==> src/rtl/data_mem_pkg.sv <==
// Shared types and default widths for the data memory and its neighbours.
//   DM_DW / DM_AW : default data and address widths (shared with ALU and register file)
//   dm_state_t    : sequencer state (INIT sweep, RUN)
package data_mem_pkg;

  localparam int unsigned DM_DW = 8;
  localparam int unsigned DM_AW = 8;

  typedef enum logic {
    INIT = 1'b0,
    RUN  = 1'b1
  } dm_state_t;

endpackage

==> src/rtl/data_mem_seq_if.sv <==
// Load/store bus between the processor and the data memory.
//   master : drives DataAddress, ReadMem, WriteMem, DataIn
//   slave  : drives DataOut, DataValid, Ready, AddrErr
interface data_mem_seq_if
  import data_mem_pkg::*;
#(
  parameter int unsigned DW = DM_DW,
  parameter int unsigned AW = DM_AW
);

  logic [AW-1:0] DataAddress;
  logic          ReadMem;
  logic          WriteMem;
  logic [DW-1:0] DataIn;
  logic [DW-1:0] DataOut;
  logic          DataValid;
  logic          Ready;
  logic          AddrErr;

  modport master (
    output DataAddress, ReadMem, WriteMem, DataIn,
    input  DataOut, DataValid, Ready, AddrErr
  );

  modport slave (
    input  DataAddress, ReadMem, WriteMem, DataIn,
    output DataOut, DataValid, Ready, AddrErr
  );

endinterface

==> src/rtl/data_mem_core.sv <==
// Plain DW x DEPTH storage: one synchronous write port, one registered read port.
// A same-edge read and write to one address returns the old contents.
// No reset so the array maps onto block RAM.
//   clk         : clock
//   we/waddr/wdata : write port
//   re/raddr    : read enable and address
//   rdata       : registered read data (holds when re=0)
module data_mem_core #(
  parameter int unsigned DW    = 8,
  parameter int unsigned DEPTH = 256,
  parameter int unsigned IW    = $clog2(DEPTH)
) (
  input  logic          clk,
  input  logic          we,
  input  logic [IW-1:0] waddr,
  input  logic [DW-1:0] wdata,
  input  logic          re,
  input  logic [IW-1:0] raddr,
  output logic [DW-1:0] rdata
);

  logic [DW-1:0] mem_q [DEPTH];
  logic [DW-1:0] rdata_q;

  // Non-blocking write and read on the same edge give read-before-write.
  always_ff @(posedge clk) begin
    if (we) begin
      mem_q[waddr] <= wdata;
    end
    if (re) begin
      rdata_q <= mem_q[raddr];
    end
  end

  assign rdata = rdata_q;

endmodule

==> src/rtl/data_mem_seq.sv <==
// Data memory with power-up clear sweep, registered reads and range checking.
//   CLK   : clock
//   reset : synchronous active-high reset; restarts the clear sweep
//   bus   : load/store slave port (address, read/write requests, data, strobes)
module data_mem_seq
  import data_mem_pkg::*;
#(
  parameter int unsigned   DW      = DM_DW,
  parameter int unsigned   AW      = DM_AW,
  parameter int unsigned   DEPTH   = 2 ** AW,
  parameter logic [DW-1:0] CLR_VAL = '0
) (
  input  logic           CLK,
  input  logic           reset,
  data_mem_seq_if.slave  bus
);

  localparam int unsigned IW       = $clog2(DEPTH);
  localparam bit          FULL_MAP = (DEPTH == (2 ** AW));

  dm_state_t     state_q,     state_d;
  logic [IW-1:0] init_cnt_q,  init_cnt_d;
  logic          ready_q,     ready_d;
  logic          valid_q,     valid_d;
  logic          oor_rd_q,    oor_rd_d;
  logic          addr_err_q,  addr_err_d;
  logic [DW-1:0] dout_hold_q, dout_hold_d;

  logic          addr_oor_c;
  logic [IW-1:0] idx_c;
  logic          mem_we_c;
  logic          mem_re_c;
  logic [IW-1:0] mem_waddr_c;
  logic [DW-1:0] mem_wdata_c;
  logic [DW-1:0] mem_rdata;
  logic [DW-1:0] data_out_c;

  // Range check on the full address; vanishes when every address is implemented.
  if (FULL_MAP) begin : g_full_map
    assign addr_oor_c = 1'b0;
  end else begin : g_part_map
    assign addr_oor_c = (bus.DataAddress >= AW'(DEPTH));
  end

  assign idx_c = IW'(bus.DataAddress);

  data_mem_core #(
    .DW    (DW),
    .DEPTH (DEPTH),
    .IW    (IW)
  ) u_core (
    .clk   (CLK),
    .we    (mem_we_c),
    .waddr (mem_waddr_c),
    .wdata (mem_wdata_c),
    .re    (mem_re_c),
    .raddr (idx_c),
    .rdata (mem_rdata)
  );

  // Read result: RAM data, forced zero for an out-of-range read, else last value held.
  always_comb begin
    data_out_c = dout_hold_q;
    if (valid_q) begin
      data_out_c = oor_rd_q ? '0 : mem_rdata;
    end
  end

  // Sequencer: clear sweep, then request decode and write-port mux.
  always_comb begin
    state_d     = state_q;
    init_cnt_d  = init_cnt_q;
    ready_d     = ready_q;
    valid_d     = 1'b0;
    oor_rd_d    = 1'b0;
    addr_err_d  = 1'b0;
    dout_hold_d = dout_hold_q;
    mem_we_c    = 1'b0;
    mem_re_c    = 1'b0;
    mem_waddr_c = idx_c;
    mem_wdata_c = bus.DataIn;

    if (valid_q) begin
      dout_hold_d = data_out_c;
    end

    case (state_q)
      INIT: begin
        mem_we_c    = 1'b1;
        mem_waddr_c = init_cnt_q;
        mem_wdata_c = CLR_VAL;
        if (init_cnt_q == IW'(DEPTH - 1)) begin
          state_d = RUN;
          ready_d = 1'b1;
        end else begin
          init_cnt_d = init_cnt_q + IW'(1);
        end
      end
      RUN: begin
        if (bus.ReadMem || bus.WriteMem) begin
          if (addr_oor_c) begin
            addr_err_d = 1'b1;
            valid_d    = bus.ReadMem;
            oor_rd_d   = bus.ReadMem;
          end else begin
            mem_we_c = bus.WriteMem;
            mem_re_c = bus.ReadMem;
            valid_d  = bus.ReadMem;
          end
        end
      end
      default: begin
        state_d = INIT;
      end
    endcase

    // Reset aborts any in-flight access, including a sweep write.
    if (reset) begin
      mem_we_c = 1'b0;
      mem_re_c = 1'b0;
    end
  end

  always_ff @(posedge CLK) begin
    if (reset) begin
      state_q     <= INIT;
      init_cnt_q  <= '0;
      ready_q     <= 1'b0;
      valid_q     <= 1'b0;
      oor_rd_q    <= 1'b0;
      addr_err_q  <= 1'b0;
      dout_hold_q <= '0;
    end else begin
      state_q     <= state_d;
      init_cnt_q  <= init_cnt_d;
      ready_q     <= ready_d;
      valid_q     <= valid_d;
      oor_rd_q    <= oor_rd_d;
      addr_err_q  <= addr_err_d;
      dout_hold_q <= dout_hold_d;
    end
  end

  assign bus.DataOut   = data_out_c;
  assign bus.DataValid = valid_q;
  assign bus.Ready     = ready_q;
  assign bus.AddrErr   = addr_err_q;

endmodule

==> src/flat_wrapper.sv <==
// flat-port wrapper written by rule: the top's interface ports become plain ports
module data_mem_seq_flat import data_mem_pkg::*;
#(
  parameter int unsigned   DW      = DM_DW,
  parameter int unsigned   AW      = DM_AW,
  parameter int unsigned   DEPTH   = 2 ** AW,
  parameter logic [DW-1:0] CLR_VAL = '0
)
  (CLK, reset, bus_DataAddress, bus_ReadMem, bus_WriteMem, bus_DataIn, bus_DataOut, bus_DataValid, bus_Ready, bus_AddrErr);
  data_mem_seq_if #(.DW(DW), .AW(AW)) bus_i ();
  input  logic CLK;
  input  logic reset;
  input wire logic [$bits(bus_i.DataAddress)-1:0] bus_DataAddress;
  input wire logic [$bits(bus_i.ReadMem)-1:0] bus_ReadMem;
  input wire logic [$bits(bus_i.WriteMem)-1:0] bus_WriteMem;
  input wire logic [$bits(bus_i.DataIn)-1:0] bus_DataIn;
  output wire logic [$bits(bus_i.DataOut)-1:0] bus_DataOut;
  output wire logic [$bits(bus_i.DataValid)-1:0] bus_DataValid;
  output wire logic [$bits(bus_i.Ready)-1:0] bus_Ready;
  output wire logic [$bits(bus_i.AddrErr)-1:0] bus_AddrErr;
  assign bus_i.DataAddress = bus_DataAddress;
  assign bus_i.ReadMem = bus_ReadMem;
  assign bus_i.WriteMem = bus_WriteMem;
  assign bus_i.DataIn = bus_DataIn;
  assign bus_DataOut = bus_i.DataOut;
  assign bus_DataValid = bus_i.DataValid;
  assign bus_Ready = bus_i.Ready;
  assign bus_AddrErr = bus_i.AddrErr;
  data_mem_seq #(.DW(DW), .AW(AW), .DEPTH(DEPTH), .CLR_VAL(CLR_VAL)) u_core (.CLK(CLK), .reset(reset), .bus(bus_i));
endmodule
==> config.mk <==
export PLATFORM = sky130hd
export DESIGN_NAME = data_mem_seq_flat
export DESIGN_NICKNAME = d
export VERILOG_FILES = /design/src/rtl/data_mem_pkg.sv /design/src/rtl/data_mem_seq_if.sv /design/src/rtl/data_mem_core.sv /design/src/rtl/data_mem_seq.sv /design/src/flat_wrapper.sv
export SDC_FILE = /design/constraint.sdc
export NUM_CORES = 2
export LEC_CHECK = 0
export ABC_AREA = 0
export CAP_MARGIN = 40
export CORE_ASPECT_RATIO = 1.2
export CORE_MARGIN = 2
export CORE_UTILIZATION = 66
export CTS_BUF_LIST = sky130_fd_sc_hd__clkbuf_8
export DETAILED_ROUTE_END_ITERATION = 16
export PLACE_DENSITY = 0.82
export SLEW_MARGIN = 10
export SYNTH_ARGS = -nofsm -noshare
export SYNTH_HDL_FRONTEND = slang
export SYNTH_HIERARCHICAL = 1
export SYNTH_SLANG_ARGS = --single-unit
==> constraint.sdc <==
create_clock -name CLK -period 5.85 [get_ports CLK]
set_input_delay 0.585 -clock CLK [delete_from_list [all_inputs] [get_ports CLK]]
set_output_delay 0.585 -clock CLK [all_outputs]
set_load 0.01 [all_outputs]
# Word-level counts from Yosys, hierarchy flattened
# Memories as Yosys holds them, arrays and structs flattened. A register that Yosys moved wholly into a read port is not among the register bits.
# Index checks and enable logic that the tools add are counted.
# classes
reduce_logical	3
addsub	1
bitwise_logic	2
eq_ne	1
n_mux	13
# ops
op	count
$mux W8	3
$mux W1	9
$add A8 B1 Y8 const B	1
$eq A8 B8 Y1 const B	1
$reduce_and A2 Y1	2
$not A1 Y1	2
$pmux W1 S2	1
$logic_or A1 B1 Y1	1
# totals
mem_bits_rw	2048
regBits	19
mem_count	1
# memory_table
memory	words	width	rd	rd_ports_with_merged_regs	wr	line_no	source
u_core.u_core.mem_q	256	8	1	1	1	data_mem_core.sv:22	logic [DW-1:0] mem_q [DEPTH];

# Longest topological paths before layout
# logic_depth
ltp_word	6
mapped_depth	11
depth_no_buf	6

# By module
# The synthesis kept the hierarchy.
# modules_own_cells
module	cells_each	instances	area_each_um2
data_mem_core	3733	1	79636.4
data_mem_seq	99	1	983.4

# Worst setup path after synthesis
# Ideal clock, no wire load.
# synth_timing
path_type	reg2reg
from	register u_core.state_q
to	memory u_core.u_core.mem_q[0][0], data pin
setup_time_ps	867
arrival_ps	3820
path_stages_with_launch	3
slack_ps	1163
cell_sequence	dfxtp_1 -> clkbuf_1 -> and2_1
# synth_between
elab_chain_cells	1
# synth_lines
element	line_no	source
start: declaration	data_mem_seq.sv:21	dm_state_t state_q, state_d;
start signal: assignment	data_mem_seq.sv:134	state_q <= state_d;
$mux W8	data_mem_seq.sv:87	case (state_q)
via u_core.mem_wdata_c[0]	data_mem_seq.sv:34	logic [DW-1:0] mem_wdata_c;
end: declaration	data_mem_core.sv:22	
# The timed path passes the listed nets, and every way through them passes these cells.

# Final worst setup path
# layout_timing
from	register u_core.state_q
to	memory u_core.u_core.mem_q[99][4] (enable)
# layout_rtl
element	line_no	source
$mux W8	data_mem_seq.sv:87	
via u_core.mem_waddr_c[2]	data_mem_seq.sv:33	logic [IW-1:0] mem_waddr_c;
# The timed path passes the listed nets, and every way through them passes these cells.

==> summary.txt <==
Die
  • Area of the core: about 120,000 sq um
  • FP Rows: 140
  • IO Pins: 31
  • Die ar.: 125,000 sq um
  • Die Y-Extent: roughly 390 um
  • Initial Util: 0.665
  • Die width: approximately 320 um

STA
  • Tcrit/Tclk final: 0.606
  • Clock skew: about 0.076 ns
  • Endpoints failing setup: 0
  • Slew margin rel.: 0.0916
  • Max-slew violations: 0
  • RSZ-0062 raised after global routing: no
  • Fin crit period: about 3.5 ns
  • Final WS setup: between 2 and 2.5 ns
  • Final Hold Vio Count: 0
  • Actual slew at the worst max-slew pin: around 1.4 ns
  • Achievable Freq: 282 MHz
  • Final setup TNS: 0 ns

CTS
  • CTS tree: built
  • Cts bufs inserted: 311
  • Clk_lat worst skew: 1.00 ns
  • Number of hold buffers added after CTS: 0
  • Post-CTS resize count: 0
  • Postcts setup bufs: 0
  • Clock sink total: between 2,000 and 2,500
  • Clock transition at path regs: ~0.06 ns
  • Root Buffer: clkbuf_8
  • CTS Buffer Depth: 4
  • CTS H-tree depth: 5

Critical path
  • CP Cell Sequence: buf_4 > mux2_2 > nor2_1 > nand4_1 > buf_4 > nor2_1
  • Setup crit start kind: flip-flop
  • Slowest CP cell: nor2_1
  • Worst EP arrival: 4.14 ns
  • CP Max Fanout: 22
  • Crit end category: flip-flop
  • Required @ worst endpoint: roughly 6.5 ns
  • Slowest cell delay on critical path: ~0.64 ns
  • Crit Path Category: reg -> reg

GRT
  • Global-route wire length before repair: 277 mm
  • Pin count of the biggest net entering global routing: about 220
  • Number of global-route vias before repair: between 40,000 and 50,000
  • GRT Resource Usage Total: 0.310
  • Antenna violations before repair: 4
  • Global route overflow: 0

Drt
  • Vias per cell: roughly 7
  • First DRT Iteration DRCs: 6,487
  • Routed wire length: roughly 190 mm
  • DR DRC count: 0
  • Routed Antenna Nets: 0
  • Total iterations of the first detailed-routing run: 6
  • Drt wl/cell: ~32 um
  • Vias: 41,300

Placed design
  • Placed instance area: 82,800 sq um
  • HPWL Detailed: around 110 mm
  • Placer Congestion: between 0.9 and 1
  • Worst slack after detailed placement: roughly 1.4 ns
  • Port Buffers: 29

Yosys
  • Synthesized area per cell: approximately 21 sq um
  • Post-synth EDFFs: 2,056
  • Seq/Total Area, Yosys: 0.771
  • #FFs+latches synth: around 2,100
  • Mapped Area: around 81,000 sq um
  • Syn Nets: between 3,000 and 4,000
  • Primary FF master, synth: edfxtp_1
  • Async set-reset flop share out of synthesis: 0
  • Gate Count Post-Synth: ~3,800
  • Library cells used by synthesis: between 60 and 70
  • Ys Warns: 6

Final layout
  • # fillers: roughly 6,300
  • Layout Area Growth over Synthesis: 9.70%
  • Post-route cell area: approximately 90,000 sq um
  • Nets: slightly above 4,000
  • Layout cells sized above 1: 0.237

Pwr
  • Peak VDD IR: 0.180 mV
  • PD cells: approximately 320 nW/um^2
  • LEAKAGE: approximately 30 nW

Hold path
  • Hold Path Class: in -> reg

Status
  • Status: finished clean

Flow run
  • Max-cap violations: 0
==> routing by layer <==
metal	routed length, um	up-vias	GRT usage
li1	-	16500	-
met1	64600	21100	0.414
met2	92400	3145	0.486
met3	22700	566	0.0729
met4	10400	4	0.156
met5	26	-	0
==> cell families (layout without fill, tap and decap cells) <==
family	after synthesis	in the layout	synth area share
simple gates	504	504	0.0290
mux	609	609	0.147
flops	2075	2075	0.771
buf+inv	243	674	0.0185
compound gates	399	399	0.0349
other cells	1	3	0.0000465
fa+ha+maj	1	1	0.000155
==> cells in the mapped netlist, drive strengths merged, types with 14 or more instances <==
cell type,n,share of area
nor4,27,0.0023
buf,125,0.013
nand3,34,0.0021
o22ai,28,0.0022
mux2,18,0.0026
and2,15,0.0012
a22oi,133,0.012
nand2,36,0.0017
mux4,456,0.13
nor2b,41,0.0032
o221ai,47,0.0052
a211oi,16,0.0015
a21oi,100,0.0063
edfxtp,2056,0.77
a221oi,14,0.0016
clkbuf,114,0.0053
dfxtp,19,0.0047
nor2,285,0.013
nor3,25,0.0016
mux2i,135,0.017
==> sequential cells by signal, indices dropped and copies added (netlist names) <==
signal	flops
u_core/u_core/rdata	8
u_core/bus.DataValid	1
u_core/dout_hold_q	8
u_core/bus.Ready	1
u_core/init_cnt_q	8
u_core/state_q	1
u_core/u_core/mem_q	2048
==> critical path, delay by kind of cell (launching register included) <==
family / cells / cell delay [ns]
simple gates: 3 / 1.57
mux: 1 / 0.47
buf+inv: 2 / 0.76
flops: 1 / 0.30
==> final cells by class <==
class	instances	area (sq um)	share of cell area
Clock buffer	323	4450	0.0503
Timing Repair Buffer	154	1560	0.0176
Clock inverter	193	1180	0.0133
Antenna cell	2	5.00	0.0000566
Tap cell	1633	2040	0.0231
Multi-Input combinational cell	1514	17100	0.193
Sequential cell	2075	62100	0.702
Inverter	4	15.0	0.000170
==> path summary, 6_finish.rpt <==
check	startpoint	endpoint	slack, ns	cells past startpoint
min reg2reg	u_core/init_cnt_q[1]	u_core/init_cnt_q[1]	0.53	2
max reg2reg	u_core/state_q	u_core/u_core/mem_q[99][4]	2.31	6
max	u_core/state_q	u_core/u_core/mem_q[99][4]	2.31	6
min	bus_DataIn[6]	u_core/u_core/mem_q[128][6]	0.47	2
==> placed cells by master (no fill, tap or decap), drive strengths merged, types with 15 or more instances in the layout <==
cell type	Yosys	final
o221ai	47	47
buf	125	130
nand3	34	34
mux4	456	456
o22ai	28	28
and2	15	15
clkdlybuf4s50	0	24
mux2i	135	135
inv	3	81
edfxtp	2056	2056
nor2b	41	41
bufinv	0	15
mux2	18	18
a22oi	133	133
nand2	36	36
clkinv	1	95
a21oi	100	100
nor4	27	27
dfxtp	19	19
clkbuf	114	323
nor3	25	25
a211oi	16	16
nor2	285	285
==> where the power goes <==
| part | switching [mW] | leakage (nW) | internal [mW] | total, mW |
|---|---|---|---|---|
| clock network | 5.19 | 3.17 | 5.74 | 10.9 |
| registers | 0.00537 | 20.6 | 16.1 | 16.1 |
| logic | 0.674 | 5.90 | 0.450 | 1.12 |
| total | 5.87 | 29.6 | 22.3 | 28.2 |
==> per-stage QoR <==
stage	total power, mW	hold WS, ns	cells	utilization
final	28.2	0.471	5898	0.730
after global routing	28.9	0.458	5897	0.730
after CTS	28.3	0.396	5896	0.730
after detailed placement	17.5	0.509	5380	0.683
after global placement	17.5	0.495	5361	0.681
after floorplan	17.2	0.472	3832	-
Note: power is estimated with default switching activity, not from simulation.
